## src/rtl/lct_l1a_gen.sv

```systemverilog
// lct_l1a_gen: self-test burst source issuing PLCT pulses, each followed by an L1A a fixed latency later.
// Optional CLCT echo output (CLCT_ADJ+1 clocks after each PLCT) is enabled by defining LCTGEN_CLCT_EN.
module lct_l1a_gen #(
   parameter int CNT_W = 16,
   parameter int LAT_W = 9,
   parameter int GAP_W = 8,
   parameter int DEPTH = 8
) (
   input  logic             CLK,
   input  logic             RST_N,
   input  logic             START,
   input  logic             STOP,
   input  logic [CNT_W-1:0] NPULSES,
   input  logic [LAT_W-1:0] LATENCY,
   input  logic [GAP_W-1:0] GAP,
   input  logic [1:0]       L1A_MODE,
`ifdef LCTGEN_CLCT_EN
   input  logic [3:0]       CLCT_ADJ,
   output logic             CLCT,
`endif
   output logic             PLCT,
   output logic             L1A,
   output logic             BUSY,
   output logic             DONE,
   output logic [CNT_W-1:0] LCT_CNT,
   output logic [CNT_W-1:0] L1A_CNT,
   output logic [CNT_W-1:0] STALL_CNT
);

   localparam int PTR_W = $clog2(DEPTH);

   typedef enum logic [1:0] {S_IDLE, S_RUN, S_DRAIN, S_DONE} state_t;

   state_t             state_q, state_d;
   logic [CNT_W-1:0]   npulses_q, npulses_d;
   logic [LAT_W-1:0]   latency_q, latency_d;
   logic [GAP_W-1:0]   gap_q, gap_d;
   logic [1:0]         mode_q, mode_d;
   logic [GAP_W-1:0]   gap_cnt_q, gap_cnt_d;
   logic [CNT_W-1:0]   lct_cnt_q, lct_cnt_d;
   logic [CNT_W-1:0]   l1a_cnt_q, l1a_cnt_d;
   logic [CNT_W-1:0]   stall_cnt_q, stall_cnt_d;
   logic [LAT_W-1:0]   ts_q, ts_d;
   logic [PTR_W:0]     wr_ptr_q, wr_ptr_d;
   logic [PTR_W:0]     rd_ptr_q, rd_ptr_d;
   logic               plct_q, plct_d;
   logic               l1a_q, l1a_d;
   logic [LAT_W-1:0]   mem_q [DEPTH];

   logic start_acc, q_empty, q_full, pop, due, stall, issue, eligible, push;

   always_comb begin
      start_acc = (state_q == S_IDLE) && START;
      q_empty   = (wr_ptr_q == rd_ptr_q);
      q_full    = (wr_ptr_q[PTR_W] != rd_ptr_q[PTR_W]) &&
                  (wr_ptr_q[PTR_W-1:0] == rd_ptr_q[PTR_W-1:0]);
      ts_d      = ts_q + 1'b1;
      // Head entry holds the absolute timestamp its L1A is due; equality alone survives wrap.
      pop       = !q_empty && (mem_q[rd_ptr_q[PTR_W-1:0]] == ts_d);
      case (mode_q)
         2'd1:    eligible = 1'b0;
         2'd2:    eligible = !lct_cnt_q[0];
         default: eligible = 1'b1;
      endcase
      due       = (state_q == S_RUN) && !STOP && (lct_cnt_q != npulses_q) && (gap_cnt_q == '0);
      stall     = due && q_full && !pop;
      issue     = due && !stall;
      push      = issue && eligible;
   end

   // Next-state logic
   always_comb begin
      state_d = state_q;
      case (state_q)
         S_IDLE:  if (START) state_d = S_RUN;
         S_RUN:   if (STOP || (lct_cnt_q == npulses_q)) state_d = S_DRAIN;
         S_DRAIN: if (q_empty && !l1a_q) state_d = S_DONE;
         default: state_d = S_IDLE;
      endcase
   end

   always_comb begin
      npulses_d   = start_acc ? NPULSES : npulses_q;
      latency_d   = latency_q;
      if (start_acc) latency_d = (LATENCY == '0) ? LAT_W'(1) : LATENCY;
      gap_d       = start_acc ? GAP : gap_q;
      mode_d      = start_acc ? L1A_MODE : mode_q;

      gap_cnt_d = gap_cnt_q;
      if (start_acc)               gap_cnt_d = '0;
      else if (issue)              gap_cnt_d = gap_q;
      else if (gap_cnt_q != '0)    gap_cnt_d = gap_cnt_q - 1'b1;

      lct_cnt_d = lct_cnt_q;
      if (start_acc)  lct_cnt_d = '0;
      else if (issue) lct_cnt_d = lct_cnt_q + 1'b1;

      l1a_cnt_d = l1a_cnt_q;
      if (start_acc) l1a_cnt_d = '0;
      else if (pop)  l1a_cnt_d = l1a_cnt_q + 1'b1;

      stall_cnt_d = stall_cnt_q;
      if (start_acc)                          stall_cnt_d = '0;
      else if (stall && (stall_cnt_q != '1))  stall_cnt_d = stall_cnt_q + 1'b1;

      wr_ptr_d = push ? wr_ptr_q + 1'b1 : wr_ptr_q;
      rd_ptr_d = pop  ? rd_ptr_q + 1'b1 : rd_ptr_q;
      plct_d   = issue;
      l1a_d    = pop;
   end

   always_ff @(posedge CLK or negedge RST_N) begin
      if (!RST_N) begin
         state_q     <= S_IDLE;
         npulses_q   <= '0;
         latency_q   <= '0;
         gap_q       <= '0;
         mode_q      <= '0;
         gap_cnt_q   <= '0;
         lct_cnt_q   <= '0;
         l1a_cnt_q   <= '0;
         stall_cnt_q <= '0;
         ts_q        <= '0;
         wr_ptr_q    <= '0;
         rd_ptr_q    <= '0;
         plct_q      <= 1'b0;
         l1a_q       <= 1'b0;
      end else begin
         state_q     <= state_d;
         npulses_q   <= npulses_d;
         latency_q   <= latency_d;
         gap_q       <= gap_d;
         mode_q      <= mode_d;
         gap_cnt_q   <= gap_cnt_d;
         lct_cnt_q   <= lct_cnt_d;
         l1a_cnt_q   <= l1a_cnt_d;
         stall_cnt_q <= stall_cnt_d;
         ts_q        <= ts_d;
         wr_ptr_q    <= wr_ptr_d;
         rd_ptr_q    <= rd_ptr_d;
         plct_q      <= plct_d;
         l1a_q       <= l1a_d;
      end
   end

   always_ff @(posedge CLK) begin
      if (push) mem_q[wr_ptr_q[PTR_W-1:0]] <= ts_d + latency_q;
   end

   // Output logic
   always_comb begin
      BUSY = (state_q != S_IDLE);
      DONE = (state_q == S_DONE);
   end

   assign PLCT      = plct_q;
   assign L1A       = l1a_q;
   assign LCT_CNT   = lct_cnt_q;
   assign L1A_CNT   = l1a_cnt_q;
   assign STALL_CNT = stall_cnt_q;

`ifdef LCTGEN_CLCT_EN
   logic [15:0] clct_sh_q, clct_sh_d;
   logic        clct_q, clct_d;

   // Tap k of the shift line is high k clocks after the PLCT; one more flop gives ADJ+1.
   always_comb begin
      clct_sh_d = {clct_sh_q[14:0], plct_d};
      clct_d    = clct_sh_q[CLCT_ADJ];
   end

   always_ff @(posedge CLK or negedge RST_N) begin
      if (!RST_N) begin
         clct_sh_q <= '0;
         clct_q    <= 1'b0;
      end else begin
         clct_sh_q <= clct_sh_d;
         clct_q    <= clct_d;
      end
   end

   assign CLCT = clct_q;
`endif

endmodule

```

## config.mk

```make
export PLATFORM = sky130hd
export DESIGN_NAME = lct_l1a_gen
export DESIGN_NICKNAME = d
export VERILOG_FILES = /design/src/rtl/lct_l1a_gen.sv
export SDC_FILE = /design/constraint.sdc
export NUM_CORES = 1
export LEC_CHECK = 0
export ABC_AREA = 1
export ABC_CLOCK_PERIOD_IN_PS = 8860
export CORE_UTILIZATION = 40
export CTS_CLUSTER_DIAMETER = 80
export DETAILED_ROUTE_END_ITERATION = 12
export GPL_TIMING_DRIVEN = 0
export HOLD_SLACK_MARGIN = 0.02
export MAX_ROUTING_LAYER = met4
export PLACE_DENSITY = 0.61
export SYNTH_ARGS = -nofsm -noshare
export SYNTH_HDL_FRONTEND = slang
export SYNTH_SLANG_ARGS = --single-unit
```

## constraint.sdc

```tcl
create_clock -name CLK -period 8.86 [get_ports CLK]
set_input_delay 0.886 -clock CLK [delete_from_list [all_inputs] [get_ports CLK]]
set_output_delay 0.886 -clock CLK [all_outputs]
set_load 0.01 [all_outputs]
```

==> metrics.txt, run 1 <==
gp weighted congestion=approximately 0.90; setup repair after global routing missed its margin=no; Worst-path clk slew=around 0.080 ns; CTS tree=yes; Max VDD drop=between 0.1 and 0.15 mV; die area=~24,000 um^2; nets=1,299; post-route ant nets=0; status=complete, no violations; layout cell share with drive strength beyond 1=6.54%; row cnt=56; total global-route track usage=22.1%; Worst EP required=between 8 and 9 ns; H-tree depth=4; Synth Register Bits=approximately 180; hold_ws=0.308 ns; fin. max-slew vios=0; placed cell count=between 1,500 and 2,000; LEAKAGE=a little over 5 nW; Ys Warns=0; Post-Syn Area per Cell=8.46 um^2; HP Class=in2async; io pins=~90; FFs w/ async S/R, synth=between 60% and 70%; Die X=between 150 and 200 um; CTS Hold Bufs=0; Area Overhead vs Synth=20.9%; die height=about 160 um; CTS Sinks=approximately 180; Starting Density=between 40% and 50%; post-synthesis net count=1,187; initial detailed-routing violation count=between 500 and 600; post_cts resized=0; initial antenna violation count=2; Worst Skew=around 0.018 ns; WL final=about 25 mm; clock root buffer=clkbuf_16; Worst-Skew Late Latency=0.45 ns; Vias=7,730; fmax=between 200 and 300 MHz; Crit Path Class=reg2reg; Slew HR=25.6%; filler cell count=~2,300; vias per cell=4.91; final setup TNS=0 ns; post-route minimum period=around 3.6 ns; GRT overflow=0; Worst setup SP type=register; Mapped Cells=between 1,000 and 1,500; Final Hold Viols=0; # DRC=0; Max Fanout on Critical Path=10; number of port buffers=90; crit end category=register; vias in the first global route=about 7,400; drt pass-1 iters=5; register area share after synthesis=between 50% and 60%; core area=roughly 23,000 um^2; first-pass GRT wire length=~40 mm; Max clock buf depth=2; # setup viols final=0; Layout Cells excl Fill=1,574; Yosys cell types=between 40 and 50; Max-Cap Viols=0; PwrDens=about 240 nW/um^2; EDFF count, synth=between 70 and 80; Least-Margin Pin Slew=~1.1 ns; setup bufs post-CTS=0; Synth Cell Area=roughly 9500 um^2; period utilization=between 40% and 50%; drt wl/cell=roughly 16 um; Most used DFF post-synth=dfrtp_1; CTS buffer count=17; crit path DAT=roughly 3.6 ns; hpwl dp=17.8 mm; largest net degree at the start of global routing=between 80 and 90
layout by cell type (no fill, tap or decap), types with 13 or more instances in the layout:
| cell | n |
|---|---|
| nor3_1 | 25 |
| nand3_1 | 103 |
| ha_1 | 19 |
| clkbuf_16 | 17 |
| a21oi_1 | 23 |
| nor2_1 | 75 |
| nand2_1 | 341 |
| edfxtp_1 | 72 |
| clkbuf_1 | 13 |
| clkdlybuf4s50_1 | 89 |
| nor4_1 | 14 |
| o21ai_0 | 46 |
| inv_1 | 133 |
| xor2_1 | 48 |
| dfrtp_1 | 112 |
| nand4_1 | 19 |
metrics by stage:
stage	setup slack [ns]	util, %	area [um^2]	total power [mW]
after floorplan	5.99	-	9540	1.73
after global placement	2.32	46.3	10800	2.04
after detailed placement	5.27	46.6	10900	2.06
after CTS	5.26	49.3	11500	2.84
after global routing	5.03	49.3	11500	3.00
final	5.30	49.3	11500	2.82
state kept, by name, indices dropped and copies added, names as in the netlist:
register   flops
mem_q         72
state_q        2
PLCT           1
gap_cnt_q      8
ts_q           9
STALL_CNT     16
latency_q      9
mode_q         2
L1A            1
wr_ptr_q       4
L1A_CNT       16
rd_ptr_q       4
npulses_q     16
LCT_CNT       16
gap_q          8
per-layer routing:
| layer | wire [um] | global-route usage, % | part of all wire, % |
|---|---|---|---|
| met1 | 11900 | 30.3 | 48 |
| met2 | 11400 | 33.7 | 46 |
| met3 | 1250 | 3.99 | 5.0 |
| met4 | 329 | 5.84 | 1.3 |
| met5 | 0 | - | 0 |
critical path: stages, from the launching register on:
cell and delay (ns):
dfrtp_1 0.39, buf_2 0.17, inv_2 0.18, buf_4 0.23, nand3_1 0.10, nand3_1 0.12
nand2_1 0.07, nand2_1 0.10, nand2_1 0.06, nor2_1 0.13, nand3_2 0.16, o21bai_4 0.18
nand2_4 0.11, clkinv_2 0.11, nand3_1 0.16, nor2_1 0.90
cell type report:
class,count,area (um^2),share of cell area [%]
Clock inverter,15,194,1.68
Inverter,138,522,4.52
Buffer,36,195,1.69
Clock buffer,17,425,3.69
Sequential cell,184,4960,43.0
Tap cell,319,399,3.46
Timing Repair Buffer,93,948,8.22
Antenna cell,2,5.00,0.0434
Multi-Input combinational cell,770,3880,33.7
final timing paths:
check / start / end / slack (ns) / depth (start not counted)
worst max-delay path: rd_ptr_q[1] / mem_q[4][1] / 5.30 / 15
worst min-delay path: RST_N / L1A_CNT[1] / 0.31 / 1
min in group CLK: latency_q[0] / latency_q[0] / 0.50 / 2
worst min register to register: latency_q[0] / latency_q[0] / 0.50 / 2
worst max register to register: rd_ptr_q[1] / mem_q[4][1] / 5.30 / 15
max in group asynchronous: RST_N / STALL_CNT[15] / 7.83 / 2
synthesized netlist by cell type, types with 3 or more instances:
library cell | number | area share [%]
inv_1 | 133 | 5.2
buf_2 | 12 | 0.63
o31ai_1 | 3 | 0.24
buf_1 | 3 | 0.12
buf_6 | 4 | 0.47
xnor2_1 | 12 | 1.1
nand2_2 | 6 | 0.39
clkbuf_1 | 13 | 0.51
xor2_1 | 48 | 4.4
ha_1 | 19 | 2.5
nand2_1 | 341 | 13
edfxtp_1 | 72 | 23
a21oi_1 | 23 | 1.2
dfrtp_1 | 112 | 29
o21ai_0 | 46 | 2.4
buf_4 | 4 | 0.31
nor3_1 | 29 | 1.5
nand3_1 | 103 | 5.4
nor2_1 | 75 | 2.9
nor4_1 | 14 | 0.92
o21ai_1 | 9 | 0.47
nand4_1 | 19 | 1.2
cells by family after synthesis:
family / Yosys count / synth area share, %
adders and majority gates: 20 / 2.70
DFF: 184 / 52.0
and+or+nand+nor: 601 / 27.1
xor gates and xnor gates: 61 / 5.68
buffers and inverters: 174 / 7.51
AOI/OAI and AO/OA: 88 / 5.01
where the power goes:
part	internal (mW)	switching (mW)	total (mW)	leakage, nW
sequential	1.10	0.128	1.23	2.12
clock	0.386	0.395	0.781	0.299
combinational	0.307	0.505	0.812	2.72
total	1.79	1.03	2.82	5.14
Note: power is estimated with default switching activity, not from simulation.
==> run 2, diff against run 1 <==
--- a/config.mk
+++ b/config.mk
@@ -6,14 +6,14 @@
 export NUM_CORES = 1
 export LEC_CHECK = 0
 export ABC_AREA = 1
-export ABC_CLOCK_PERIOD_IN_PS = 8860
+export ABC_CLOCK_PERIOD_IN_PS = 2900
 export CORE_UTILIZATION = 40
 export CTS_CLUSTER_DIAMETER = 80
 export DETAILED_ROUTE_END_ITERATION = 12
 export GPL_TIMING_DRIVEN = 0
 export HOLD_SLACK_MARGIN = 0.02
 export MAX_ROUTING_LAYER = met4
-export PLACE_DENSITY = 0.61
+export PLACE_DENSITY = 0.63
 export SYNTH_ARGS = -nofsm -noshare
 export SYNTH_HDL_FRONTEND = slang
 export SYNTH_SLANG_ARGS = --single-unit
==> constraint.sdc (replaced) <==
create_clock -name CLK -period 2.9 [get_ports CLK]
set_input_delay 0.29 -clock CLK [delete_from_list [all_inputs] [get_ports CLK]]
set_output_delay 0.29 -clock CLK [all_outputs]
set_load 0.01 [all_outputs]
==> run 2 against run 1 <==
Compared with the run above:
- fmax grew 30%
- non-clock buffer count grew 19
- first-iteration DRC count shrank 5.3%
- sequential share of layout area shrank 1.8 points
- critical path type unchanged
- largest cell class unchanged
==> metrics.txt, run 2 (synthesis gave the netlist of run 1 again) <==
CTS tree=yes (unchanged); FF-to-FF setup slack=0.15 ns (was 5.30 ns); CTS Sinks=184 (unchanged); Max-Cap Viols=0 (unchanged); CP top delay family=simple AND/OR/NAND/NOR gates (unchanged); Max VDD drop=0.444 mV (was 0.136 mV); Post-DP Area=10,900 um^2 (about the same); core area=23,400 um^2 (unchanged); most used cell along the critical path=nand2_1; top routing layer used=met4 (unchanged); period utilization=94.7% (was 40.2%); post-route minimum period=2.75 ns (was 3.56 ns); io pins=91 (unchanged); # DRC=0 (unchanged); GRT overflow=0 (unchanged); CP peak stage delay=0.39 ns (was 0.90 ns); largest net degree at the start of global routing=59 (was 85); setup repair after global routing missed its margin=yes (was no); PwrDens=741 nW/um^2 (was 245 nW/um^2); crit end category=register (unchanged); CTS buffer count=17 (unchanged); Area Overhead vs Synth=26.0% (was 20.9%); Vias=7,894 (was 7,730); row cnt=56 (unchanged); clock root buffer=clkbuf_16 (unchanged); met1 wire length=11.6 mm (was 11.9 mm); drt pass-1 iters=5 (unchanged); CP bufs+invs=5 (was 4); Max clock buf depth=2 (unchanged); number of port buffers=90 (unchanged); initial antenna violation count=1 (was 2); vias in the first global route=7,569 (was 7,374); most frequent cells in the layout=nand2_1, inv_1, dfrtp_1 (unchanged); reg2reg end=mem_q[0][3] (was mem_q[4][1]); die height=156 um (unchanged); fin. max-slew vios=0 (unchanged); Routed met3 length=1.20 mm (was 1.25 mm); Starting Density=40.8% (unchanged); Worst EP required=3.05 ns (was 8.92 ns); Worst-Skew Late Latency=0.44 ns (was 0.45 ns); Crit Path Class=reg2reg (unchanged); Final Hold Viols=0 (unchanged); Slew HR=19.4% (was 25.6%); die area=24,500 um^2 (unchanged); FF-to-FF path depth=16 (was 15); Worst Skew=0.0150 ns (was 0.0184 ns); vias per cell=4.96 (was 4.91); HP Class=in2async (unchanged); WL final=24.8 mm (about the same); post-route ant nets=0 (unchanged); most common cell after layout, fill and taps aside=nand2_1 (unchanged); total global-route track usage=22.1% (about the same); hpwl dp=17.6 mm (was 17.8 mm); Worst-path clk slew=0.08 ns (about the same); CP cell instances=buf_6 > inv_6 > buf_6 > nand2_1 > nand4_1 > nor2_1 > nand2_1 > nand2_1 > nor2_2 > nand3_2 > o21bai_4 > nand2_4 > inv_8 > nand3_4 > nor2_4 > buf_12 (was buf_2 > inv_2 > buf_4 > nand3_1 > nand3_1 > nand2_1 > nand2_1 > nand2_1 > nor2_1 > nand3_2 > o21bai_4 > nand2_4 > clkinv_2 > nand3_1 > nor2_1); Final Util=51.4% (was 49.3%); slowest cell on the critical path=dfrtp_1 (was nor2_1); Worst setup SP type=register (unchanged); Die X=156 um (unchanged); reg-to-reg startpoint=rd_ptr_q[0] (was rd_ptr_q[1]); crit path DAT=2.90 ns (was 3.63 ns); gp weighted congestion=0.896 (was 0.902); Least-Margin Pin Slew=1.20 ns (was 1.11 ns); H-tree depth=4 (unchanged); setup ws final=0.154 ns (was 5.30 ns); # setup viols final=0 (unchanged); first-pass GRT wire length=40.0 mm (was 39.8 mm); nets=1,318 (was 1,299); drt wl/cell=15.6 um (was 15.8 um); status=complete, no violations (unchanged); layout cell share with drive strength beyond 1=9.98% (was 6.54%); max reg flops=72 (unchanged); design area=12,000 um^2 (was 11,500 um^2); length of routed met2 wiring=11.7 mm (was 11.4 mm); fmax=364 MHz (was 281 MHz); LEAKAGE=5.36 nW (was 5.14 nW); pre-CTS WS=-0.696 ns (was 5.27 ns); initial detailed-routing violation count=520 (was 549); Max Fanout on Critical Path=10 (unchanged)
==> run 2: changes by cell type in the layout (fill, tap and decap cells not counted), moves of 5 or more <==
cell / delta
nor2_1: -7
buf_6: +6
inv_6: +6
buf_2: -6
nand3_1: -8
buf_4: +13
nor2_4: +5
nand3_2: +7
==> run 2: per-layer routing <==
metal,up-vias,GRT usage (%)
li1,3911,-
met1,3757,29.9
met3,23,3.60
met4,0,5.74
met5,-,-
met2,203,34.4
==> run 2: how the worst max path moves through the flow <==
stage	start	to	slack, ns	cells past startpoint
3_3_place_gp	RST_N	STALL_CNT[10]	-3.06	1
2_1_floorplan	ts_q[0]	mem_q[7][0]	0.03	14
5_1_grt	ts_q[0]	mem_q[4][7]	-0.03	12
6_report	rd_ptr_q[0]	mem_q[0][3]	0.15	16
4_1_cts	ts_q[0]	mem_q[5][8]	0.02	13
3_5_place_dp	rd_ptr_q[1]	mem_q[2][6]	-0.70	15
==> run 2: where the power goes <==
group / switching, mW / internal, mW / leakage [nW]
Sequential: 0.380 / 3.36 / 2.12
Clock: 1.10 / 1.48 / 0.321
Combinational: 1.60 / 0.982 / 2.91
==> run 2: final cells by class <==
cell class / count / area [um^2]
antenna: 1 / 2.50
buffer: 36 / 234
clock buffer: 17 / 425
clock inverter: 15 / 236
fill: 2193 / 11400
inverter: 138 / 546
multi-input combinational: 770 / 4090
sequential: 184 / 4960
tap: 319 / 399
timing repair buffer: 112 / 1130
==> run 2: timing repair <==
| action | 4_1_cts | 5_1_grt |
|---|---|---|
| hold buffers | 1 | 0 |
| setup buffers | 13 | 4 |
| endpoints found under the setup margin | 88 | 103 |
| resized for setup | 26 | 42 |
| pin swaps | 8 | 8 |
| endpoints found under the hold margin | 54 | 0 |
==> run 2: through the flow <==
step / hold slack (ns) / total power [mW] / instances / setup TNS, ns
2_1_floorplan: -0.00559 / 5.29 / 1128 / 0
3_3_place_gp: 0.464 / 6.20 / 1537 / -401.86
3_5_place_dp: 0.288 / 6.26 / 1541 / -38.91
4_1_cts: 0.365 / 8.91 / 1587 / 0
5_1_grt: 0.374 / 9.45 / 1592 / -0.203
6_report: 0.368 / 8.91 / 1592 / 0
